**src/rtl/cr16_pkg.sv**
```systemverilog
// cr16_pkg: shared constants and types for the CR16 issue controller.
//   - data / register-index widths
//   - opcode and opext encodings used by the decoder
//   - CLFZN flag bit positions
//   - controller state, operand-class and A-operand-source enums
//   - imm8 extension helper
package cr16_pkg;

    localparam int unsigned DW = 16;
    localparam int unsigned RW = 4;

    // Primary opcodes (instr[15:12])
    localparam logic [3:0] OP_RTYPE = 4'b0000;
    localparam logic [3:0] OP_ADDI  = 4'b0101;
    localparam logic [3:0] OP_ADDUI = 4'b0110;
    localparam logic [3:0] OP_ADDCI = 4'b0111;
    localparam logic [3:0] OP_SHIFT = 4'b1000;
    localparam logic [3:0] OP_SUBI  = 4'b1001;
    localparam logic [3:0] OP_EXT   = 4'b1010;
    localparam logic [3:0] OP_CMPI  = 4'b1011;
    localparam logic [3:0] OP_MOVI  = 4'b1101;
    localparam logic [3:0] OP_MULI  = 4'b1110;

    // Register-form opexts under OP_RTYPE
    localparam logic [3:0] EXT_AND  = 4'b0001;
    localparam logic [3:0] EXT_OR   = 4'b0010;
    localparam logic [3:0] EXT_XOR  = 4'b0011;
    localparam logic [3:0] EXT_ADD  = 4'b0101;
    localparam logic [3:0] EXT_ADDU = 4'b0110;
    localparam logic [3:0] EXT_ADDC = 4'b0111;
    localparam logic [3:0] EXT_SUB  = 4'b1001;
    localparam logic [3:0] EXT_CMP  = 4'b1011;
    localparam logic [3:0] EXT_MOV  = 4'b1101;
    localparam logic [3:0] EXT_MUL  = 4'b1110;

    // Register-form opexts under OP_EXT (valid range 0001..0110) and OP_SHIFT
    localparam logic [3:0] EXT_ADDCU   = 4'b0001;
    localparam logic [3:0] EXT_CMPU    = 4'b0010;
    localparam logic [3:0] EXT_EXT_MIN = 4'b0001;
    localparam logic [3:0] EXT_EXT_MAX = 4'b0110;
    localparam logic [3:0] EXT_LSH     = 4'b0100;

    // CLFZN bit positions
    localparam int unsigned FLAG_C = 4;
    localparam int unsigned FLAG_L = 3;
    localparam int unsigned FLAG_F = 2;
    localparam int unsigned FLAG_Z = 1;
    localparam int unsigned FLAG_N = 0;

    typedef enum logic [1:0] {
        ST_IDLE,
        ST_READ,
        ST_EXEC,
        ST_WB
    } state_e;

    typedef enum logic [1:0] {
        CLS_NOP,
        CLS_REG,
        CLS_IMM,
        CLS_ILLEGAL
    } opclass_e;

    typedef enum logic [1:0] {
        ASEL_RDEST,
        ASEL_RSRC,
        ASEL_IMM
    } asel_e;

    function automatic logic [DW-1:0] ext_imm8(input logic [7:0] imm, input logic zext);
        return zext ? {8'h00, imm} : {{8{imm[7]}}, imm};
    endfunction

endpackage

```
**src/rtl/cr16_decode.sv**
```systemverilog
// cr16_decode: combinational instruction decoder.
//   instr_i   : latched 16-bit instruction word
//   cls_o     : operand class (NOP / register / immediate / illegal)
//   wb_o      : instruction writes Rdest
//   flags_o   : instruction updates the PSR CLFZN flags
//   zext_o    : imm8 is zero-extended (otherwise sign-extended)
//   asel_o    : source of ALU operand A
//   illegal_o : word is not a recognised encoding
module cr16_decode
    import cr16_pkg::*;
(
    input  logic [DW-1:0] instr_i,
    output opclass_e      cls_o,
    output logic          wb_o,
    output logic          flags_o,
    output logic          zext_o,
    output asel_e         asel_o,
    output logic          illegal_o
);

    logic [3:0] opcode;
    logic [3:0] opext;

    assign opcode = instr_i[15:12];
    assign opext  = instr_i[7:4];

    always_comb begin
        cls_o   = CLS_ILLEGAL;
        wb_o    = 1'b0;
        flags_o = 1'b0;
        zext_o  = 1'b0;
        asel_o  = ASEL_RDEST;
        case (opcode)
            OP_RTYPE: begin
                // Only the all-zero word is NOP; other opext-0000 words are illegal.
                if (instr_i == '0) begin
                    cls_o = CLS_NOP;
                end else begin
                    case (opext)
                        EXT_AND, EXT_OR, EXT_XOR, EXT_MUL: begin
                            cls_o = CLS_REG;
                            wb_o  = 1'b1;
                        end
                        EXT_ADD, EXT_ADDU, EXT_ADDC, EXT_SUB: begin
                            cls_o   = CLS_REG;
                            wb_o    = 1'b1;
                            flags_o = 1'b1;
                        end
                        EXT_CMP: begin
                            cls_o   = CLS_REG;
                            flags_o = 1'b1;
                        end
                        EXT_MOV: begin
                            cls_o  = CLS_REG;
                            wb_o   = 1'b1;
                            asel_o = ASEL_RSRC;
                        end
                        default: ;
                    endcase
                end
            end
            OP_EXT: begin
                if (opext >= EXT_EXT_MIN && opext <= EXT_EXT_MAX) begin
                    cls_o   = CLS_REG;
                    wb_o    = (opext != EXT_CMPU);
                    flags_o = (opext == EXT_ADDCU) || (opext == EXT_CMPU);
                end
            end
            OP_SHIFT: begin
                cls_o = (opext == EXT_LSH) ? CLS_REG : CLS_IMM;
                wb_o  = 1'b1;
            end
            OP_ADDI, OP_ADDCI, OP_SUBI: begin
                cls_o   = CLS_IMM;
                wb_o    = 1'b1;
                flags_o = 1'b1;
            end
            OP_ADDUI: begin
                cls_o   = CLS_IMM;
                wb_o    = 1'b1;
                flags_o = 1'b1;
                zext_o  = 1'b1;
            end
            OP_CMPI: begin
                cls_o   = CLS_IMM;
                flags_o = 1'b1;
            end
            OP_MOVI: begin
                cls_o  = CLS_IMM;
                wb_o   = 1'b1;
                asel_o = ASEL_IMM;
            end
            OP_MULI: begin
                cls_o = CLS_IMM;
                wb_o  = 1'b1;
            end
            default: ;
        endcase
        illegal_o = (cls_o == CLS_ILLEGAL);
    end

endmodule

```
**src/rtl/cr16_exec_ctrl.sv**
```systemverilog
// cr16_exec_ctrl: four-state instruction-issue controller for the CR16 ALU.
//   clk, rst_n             : clock, async active-low reset
//   instr_valid/ready/instr: fetch handshake (ready only in IDLE)
//   ra_addr/rb_addr        : register-file read addresses (Rdest, Rsrc)
//   ra_data/rb_data        : combinational register-file read data
//   alu_a/b/opcode/opext   : registered ALU inputs, stable through EXEC
//   alu_s/alu_flags        : ALU result and CLFZN flags
//   wb_en/wb_addr/wb_data  : one-cycle register writeback
//   psr_flags              : architectural CLFZN register
//   done/illegal           : retirement pulse / undecodable-word pulse
module cr16_exec_ctrl
    import cr16_pkg::*;
(
    input  logic          clk,
    input  logic          rst_n,
    input  logic          instr_valid,
    output logic          instr_ready,
    input  logic [DW-1:0] instr,
    output logic [RW-1:0] ra_addr,
    output logic [RW-1:0] rb_addr,
    input  logic [DW-1:0] ra_data,
    input  logic [DW-1:0] rb_data,
    output logic [DW-1:0] alu_a,
    output logic [DW-1:0] alu_b,
    output logic [3:0]    alu_opcode,
    output logic [3:0]    alu_opext,
    input  logic [DW-1:0] alu_s,
    input  logic [4:0]    alu_flags,
    output logic          wb_en,
    output logic [RW-1:0] wb_addr,
    output logic [DW-1:0] wb_data,
    output logic [4:0]    psr_flags,
    output logic          done,
    output logic          illegal
);

    state_e        state_q, state_d;
    logic [DW-1:0] instr_q, instr_d;
    logic [DW-1:0] alu_a_q, alu_a_d, alu_b_q, alu_b_d;
    logic [3:0]    opcode_q, opcode_d, opext_q, opext_d;
    logic [RW-1:0] wb_addr_q, wb_addr_d;
    logic [DW-1:0] wb_data_q, wb_data_d;
    logic [4:0]    psr_q, psr_d;
    logic          wb_en_q, wb_en_d, done_q, done_d, illegal_q, illegal_d;

    opclass_e      dec_cls;
    asel_e         dec_asel;
    logic          dec_wb, dec_flags, dec_zext, dec_illegal;
    logic [DW-1:0] imm16;

    cr16_decode u_decode (
        .instr_i   (instr_q),
        .cls_o     (dec_cls),
        .wb_o      (dec_wb),
        .flags_o   (dec_flags),
        .zext_o    (dec_zext),
        .asel_o    (dec_asel),
        .illegal_o (dec_illegal)
    );

    assign imm16 = ext_imm8(instr_q[7:0], dec_zext);

    always_comb begin
        state_d   = state_q;
        instr_d   = instr_q;
        alu_a_d   = alu_a_q;
        alu_b_d   = alu_b_q;
        opcode_d  = opcode_q;
        opext_d   = opext_q;
        wb_addr_d = wb_addr_q;
        wb_data_d = wb_data_q;
        psr_d     = psr_q;
        wb_en_d   = 1'b0;
        done_d    = 1'b0;
        illegal_d = 1'b0;
        case (state_q)
            ST_IDLE: begin
                if (instr_valid) begin
                    instr_d = instr;
                    state_d = ST_READ;
                end
            end
            ST_READ: begin
                case (dec_asel)
                    ASEL_RSRC: alu_a_d = rb_data;
                    ASEL_IMM:  alu_a_d = imm16;
                    default:   alu_a_d = ra_data;
                endcase
                alu_b_d  = (dec_cls == CLS_IMM) ? imm16 : rb_data;
                opcode_d = instr_q[15:12];
                opext_d  = instr_q[7:4];
                state_d  = ST_EXEC;
            end
            ST_EXEC: begin
                // Results are registered at the end of EXEC so that wb_en, done
                // and the updated PSR all become visible together in WB.
                wb_addr_d = instr_q[11:8];
                wb_data_d = alu_s;
                wb_en_d   = dec_wb;
                done_d    = 1'b1;
                illegal_d = dec_illegal;
                if (dec_flags) begin
                    psr_d = alu_flags;
                end
                state_d = ST_WB;
            end
            default: state_d = ST_IDLE;
        endcase
    end

    always_ff @(posedge clk or negedge rst_n) begin
        if (!rst_n) begin
            state_q   <= ST_IDLE;
            instr_q   <= '0;
            alu_a_q   <= '0;
            alu_b_q   <= '0;
            opcode_q  <= '0;
            opext_q   <= '0;
            wb_addr_q <= '0;
            wb_data_q <= '0;
            psr_q     <= '0;
            wb_en_q   <= 1'b0;
            done_q    <= 1'b0;
            illegal_q <= 1'b0;
        end else begin
            state_q   <= state_d;
            instr_q   <= instr_d;
            alu_a_q   <= alu_a_d;
            alu_b_q   <= alu_b_d;
            opcode_q  <= opcode_d;
            opext_q   <= opext_d;
            wb_addr_q <= wb_addr_d;
            wb_data_q <= wb_data_d;
            psr_q     <= psr_d;
            wb_en_q   <= wb_en_d;
            done_q    <= done_d;
            illegal_q <= illegal_d;
        end
    end

    assign instr_ready = rst_n && (state_q == ST_IDLE);
    assign ra_addr     = instr_q[11:8];
    assign rb_addr     = instr_q[3:0];
    assign alu_a       = alu_a_q;
    assign alu_b       = alu_b_q;
    assign alu_opcode  = opcode_q;
    assign alu_opext   = opext_q;
    assign wb_en       = wb_en_q;
    assign wb_addr     = wb_addr_q;
    assign wb_data     = wb_data_q;
    assign psr_flags   = psr_q;
    assign done        = done_q;
    assign illegal     = illegal_q;

endmodule

```
**config.mk**
```make
export PLATFORM = sky130hd
export DESIGN_NAME = cr16_exec_ctrl
export DESIGN_NICKNAME = d
export VERILOG_FILES = /design/src/rtl/cr16_pkg.sv /design/src/rtl/cr16_decode.sv /design/src/rtl/cr16_exec_ctrl.sv
export SDC_FILE = /design/constraint.sdc
export NUM_CORES = 1
export LEC_CHECK = 0
export CELL_PAD_IN_SITES_DETAIL_PLACEMENT = 0
export CELL_PAD_IN_SITES_GLOBAL_PLACEMENT = 1
export CORE_MARGIN = 2
export CORE_UTILIZATION = 37
export CTS_BUF_LIST = sky130_fd_sc_hd__clkbuf_8 sky130_fd_sc_hd__clkbuf_16
export CTS_CLUSTER_SIZE = 25
export DETAILED_ROUTE_END_ITERATION = 7
export GPL_TIMING_DRIVEN = 0
export PLACE_DENSITY_LB_ADDON = 0.1
export SLEW_MARGIN = 15
export SYNTH_ARGS = -nofsm -noshare
export SYNTH_HDL_FRONTEND = slang
export SYNTH_SLANG_ARGS = --single-unit
```
**constraint.sdc**
```tcl
create_clock -name clk -period 5.8 [get_ports clk]
set_input_delay 1.74 -clock clk [delete_from_list [all_inputs] [get_ports clk]]
set_output_delay 1.74 -clock clk [all_outputs]
set_load 0.02 [all_outputs]
```
==> impl_metrics.toml <==
[status]
status = "complete, no violations"

[clock_network]
path_clk_slew_ps = 60
clock_sinks = 86
cts_tree = "built"
cts-root-buf = "clkbuf_16"
post_cts_hold_buffer_count = 0
cts_htree_levels = 3
clockBufferDepth = 2
ctsResizeCount = 0
numCtsBuffers = 9
postCtsSetupBuffers = 0
clk_latency_ps = 340

[placed_design]
gp_routability_congestion = 0.8089
dp_hpwl_um = 8240
dpl_cell_area_mm2 = 0.005863
portBuffers = 148

[setup_path]
arrival_ps = 3270
path_max_fanout = 47
endpoint_kind = "output port"
slowest_stage = "clkdlybuf4s50_1"
cp-start-kind = "primary input"
crit_required_ps = 4060
path_cells = "buf_4 -> buf_16 -> and2_1 -> clkdlybuf4s50_1"
crit_type = "in2out"
max_stage_delay_ps = 600

[floorplanning]
die-area_mm2 = 0.01217
core-area_mm2 = 0.01094
die_h_um = 110.3
chipWidth_um = 110.3
num_rows = 38
pin_count = 149
initial_core_util = 0.3824

[timing]
hold-worst-slack_ps = 488.8
skew_ps = 4.085
maxSlewViolCount = 0
max_freq_mhz = 199.7
fin_crit_sh = 0.8635
fin_crit_ps = 5008
rsz0062_at_grt = "no"
slew-limit-headroom = 0.5709
setup_violations = 0
worst_pin_slew_ps = 643.7
tns_ps = 0
finalHoldViolCount = 0

[synthesis]
syn_area_mm2 = 0.004182
synth_seq_area_share = 0.5147
synth_common_cells = "dfrtp_1 (86), mux2_2 (60), nand2_1 (23)"
synth-seq-cells = 86
synth-edff-count = 0
synth_cell_types = 52
synth_ff_type = "dfrtp_1"
syn_inst = 354
synth_warnings = 0
yosys-top-cells-area = "dfrtp_1 (51%), mux2_2 (16%), a21oi_1 (2.4%)"
synth.avg_cell_area_um2 = 11.81
yosysTopAreaCell = "dfrtp_1"
synth.most_common_cell = "dfrtp_1"
mappedNetlistNets = 431
async_reset_ff_frac = 1.000
synth_top_cell_area_share = 0.5147

[global_route]
track_usage = 0.1907
grt_first_pass_wirelength_um = 17560
grt_antenna_before_repair = 0
grt_max_degree = 48
first_global_vias = 3485
grt-ovfl-total = 0

[final_layout]
final_util = 0.5616
fillers = 972
synthToLayoutAreaGrowth_pct = 46.86
design_area_mm2 = 0.006141
antenna_cells = 0
drive_gt1_frac = 0.1965
final_nets = 591

[drt]
postRouteAntennaNets = 0
wirelength_um = 11010
dr.first_iter.drc_count = 106
vias = 3340
dr.pass1.iters = 4
wl_per_cell_um = 16.70
via_per_inst = 5.068
drc_errors = 0

[run]
drv_cap = 0

[power]
fin_total_pwr_mw = 3.763
powerDensity_mw_per_mm2 = 612.8
p_leak_nw = 2.534
ir_drop_mv = 0.2547

[min_path]
hold_path.class = "reg2reg"
==> state kept, by name (all words and copies together) (netlist names) <==
register and cells:
state_q 2, done 1, alu_opext 4, instr_q 16
wb_addr 4, psr_flags 5, wb_data 16, alu_a 16
alu_opcode 4, illegal 1, alu_b 16, wb_en 1
==> cell type report <==
type	count	area (um2)	area share
tap	140	175.2	0.02852
timing repair buffer	149	1506	0.2453
inverter	9	33.78	0.005501
clock buffer	10	239.0	0.03892
sequential	86	2152	0.3504
multi-input combinational	226	1822	0.2967
buffer	33	173.9	0.02832
clock inverter	6	38.79	0.006316
==> layout by cell type, fill, tap and decap left out, types with 2 or more instances in the layout <==
| master | n |
|---|---|
| mux2i_1 | 8 |
| and2_1 | 4 |
| inv_1 | 10 |
| o21ai_1 | 10 |
| nor2_1 | 16 |
| nor2b_1 | 9 |
| a21oi_1 | 20 |
| nand3_1 | 2 |
| buf_4 | 11 |
| clkinv_4 | 2 |
| a311o_1 | 8 |
| ha_1 | 5 |
| nand2b_1 | 3 |
| mux2_1 | 5 |
| nand2_1 | 23 |
| clkbuf_16 | 9 |
| clkdlybuf4s50_1 | 147 |
| nor4_1 | 2 |
| buf_2 | 3 |
| clkinv_2 | 2 |
| o21ai_0 | 14 |
| buf_1 | 3 |
| a221oi_1 | 2 |
| dfrtp_1 | 86 |
| mux2_2 | 60 |
| a22oi_1 | 8 |
| clkbuf_1 | 15 |
==> power by group <==
part	switching, mW	total (mW)	internal (mW)
Sequential	0.190	1.10	0.907
Clock	0.244	0.545	0.300
Combinational	1.05	2.12	1.07
==> cell families (layout without fill, tap and decap cells) <==
family / after synthesis / count (layout) / share of synthesized area
AOI/OAI and AO/OA: 78 / 78 / 0.1296
xor gates and xnor gates: 2 / 2 / 0.004190
adders and majority gates: 5 / 5 / 0.01496
buffers and inverters: 42 / 207 / 0.04967
DFF: 86 / 86 / 0.5147
muxes: 73 / 73 / 0.1942
and+or+nand+nor: 68 / 68 / 0.09276
==> stage by stage <==
| step | setup slack, ps | instances |
|---|---|---|
| 2_1_floorplan | 2104 | 354 |
| 3_3_place_gp | -2086 | 642 |
| 3_5_place_dp | 716.4 | 643 |
| 4_1_cts | 717.8 | 659 |
| 5_1_grt | 629.9 | 659 |
| 6_report | 791.8 | 659 |
==> routing by layer <==
metal / vias up / GRT usage / routed length [um]
met5: - / 0 / 0
met4: 0 / 0.06875 / 166
met3: 10 / 0.07349 / 948
met2: 104 / 0.2905 / 4962
met1: 1651 / 0.2474 / 4930
li1: 1575 / - / -
==> worst paths after layout <==
| check | startpoint | end | slack [ps] | cells past startpoint |
|---|---|---|---|---|
| max | rst_n | instr_ready | 790 | 4 |
| min reg2reg | psr_flags[1]$_DFFE_PN0P_ | psr_flags[1]$_DFFE_PN0P_ | 490 | 1 |
| min | psr_flags[1]$_DFFE_PN0P_ | psr_flags[1]$_DFFE_PN0P_ | 490 | 1 |
| max reg2reg | instr_q[0]$_DFFE_PN0P_ | alu_a[9]$_DFFE_PN0P_ | 2800 | 11 |
| min in group asynchronous | rst_n | psr_flags[1]$_DFFE_PN0P_ | 1370 | 1 |
| max in group asynchronous | rst_n | alu_b[2]$_DFFE_PN0P_ | 3800 | 2 |
==> worst max-delay path: cells and delay by family <==
| family | cells | cell delay, ps |
|---|---|---|
| simple gates | 1 | 170 |
| buf+inv | 3 | 1340 |
Note: power is estimated with default switching activity, not from simulation.
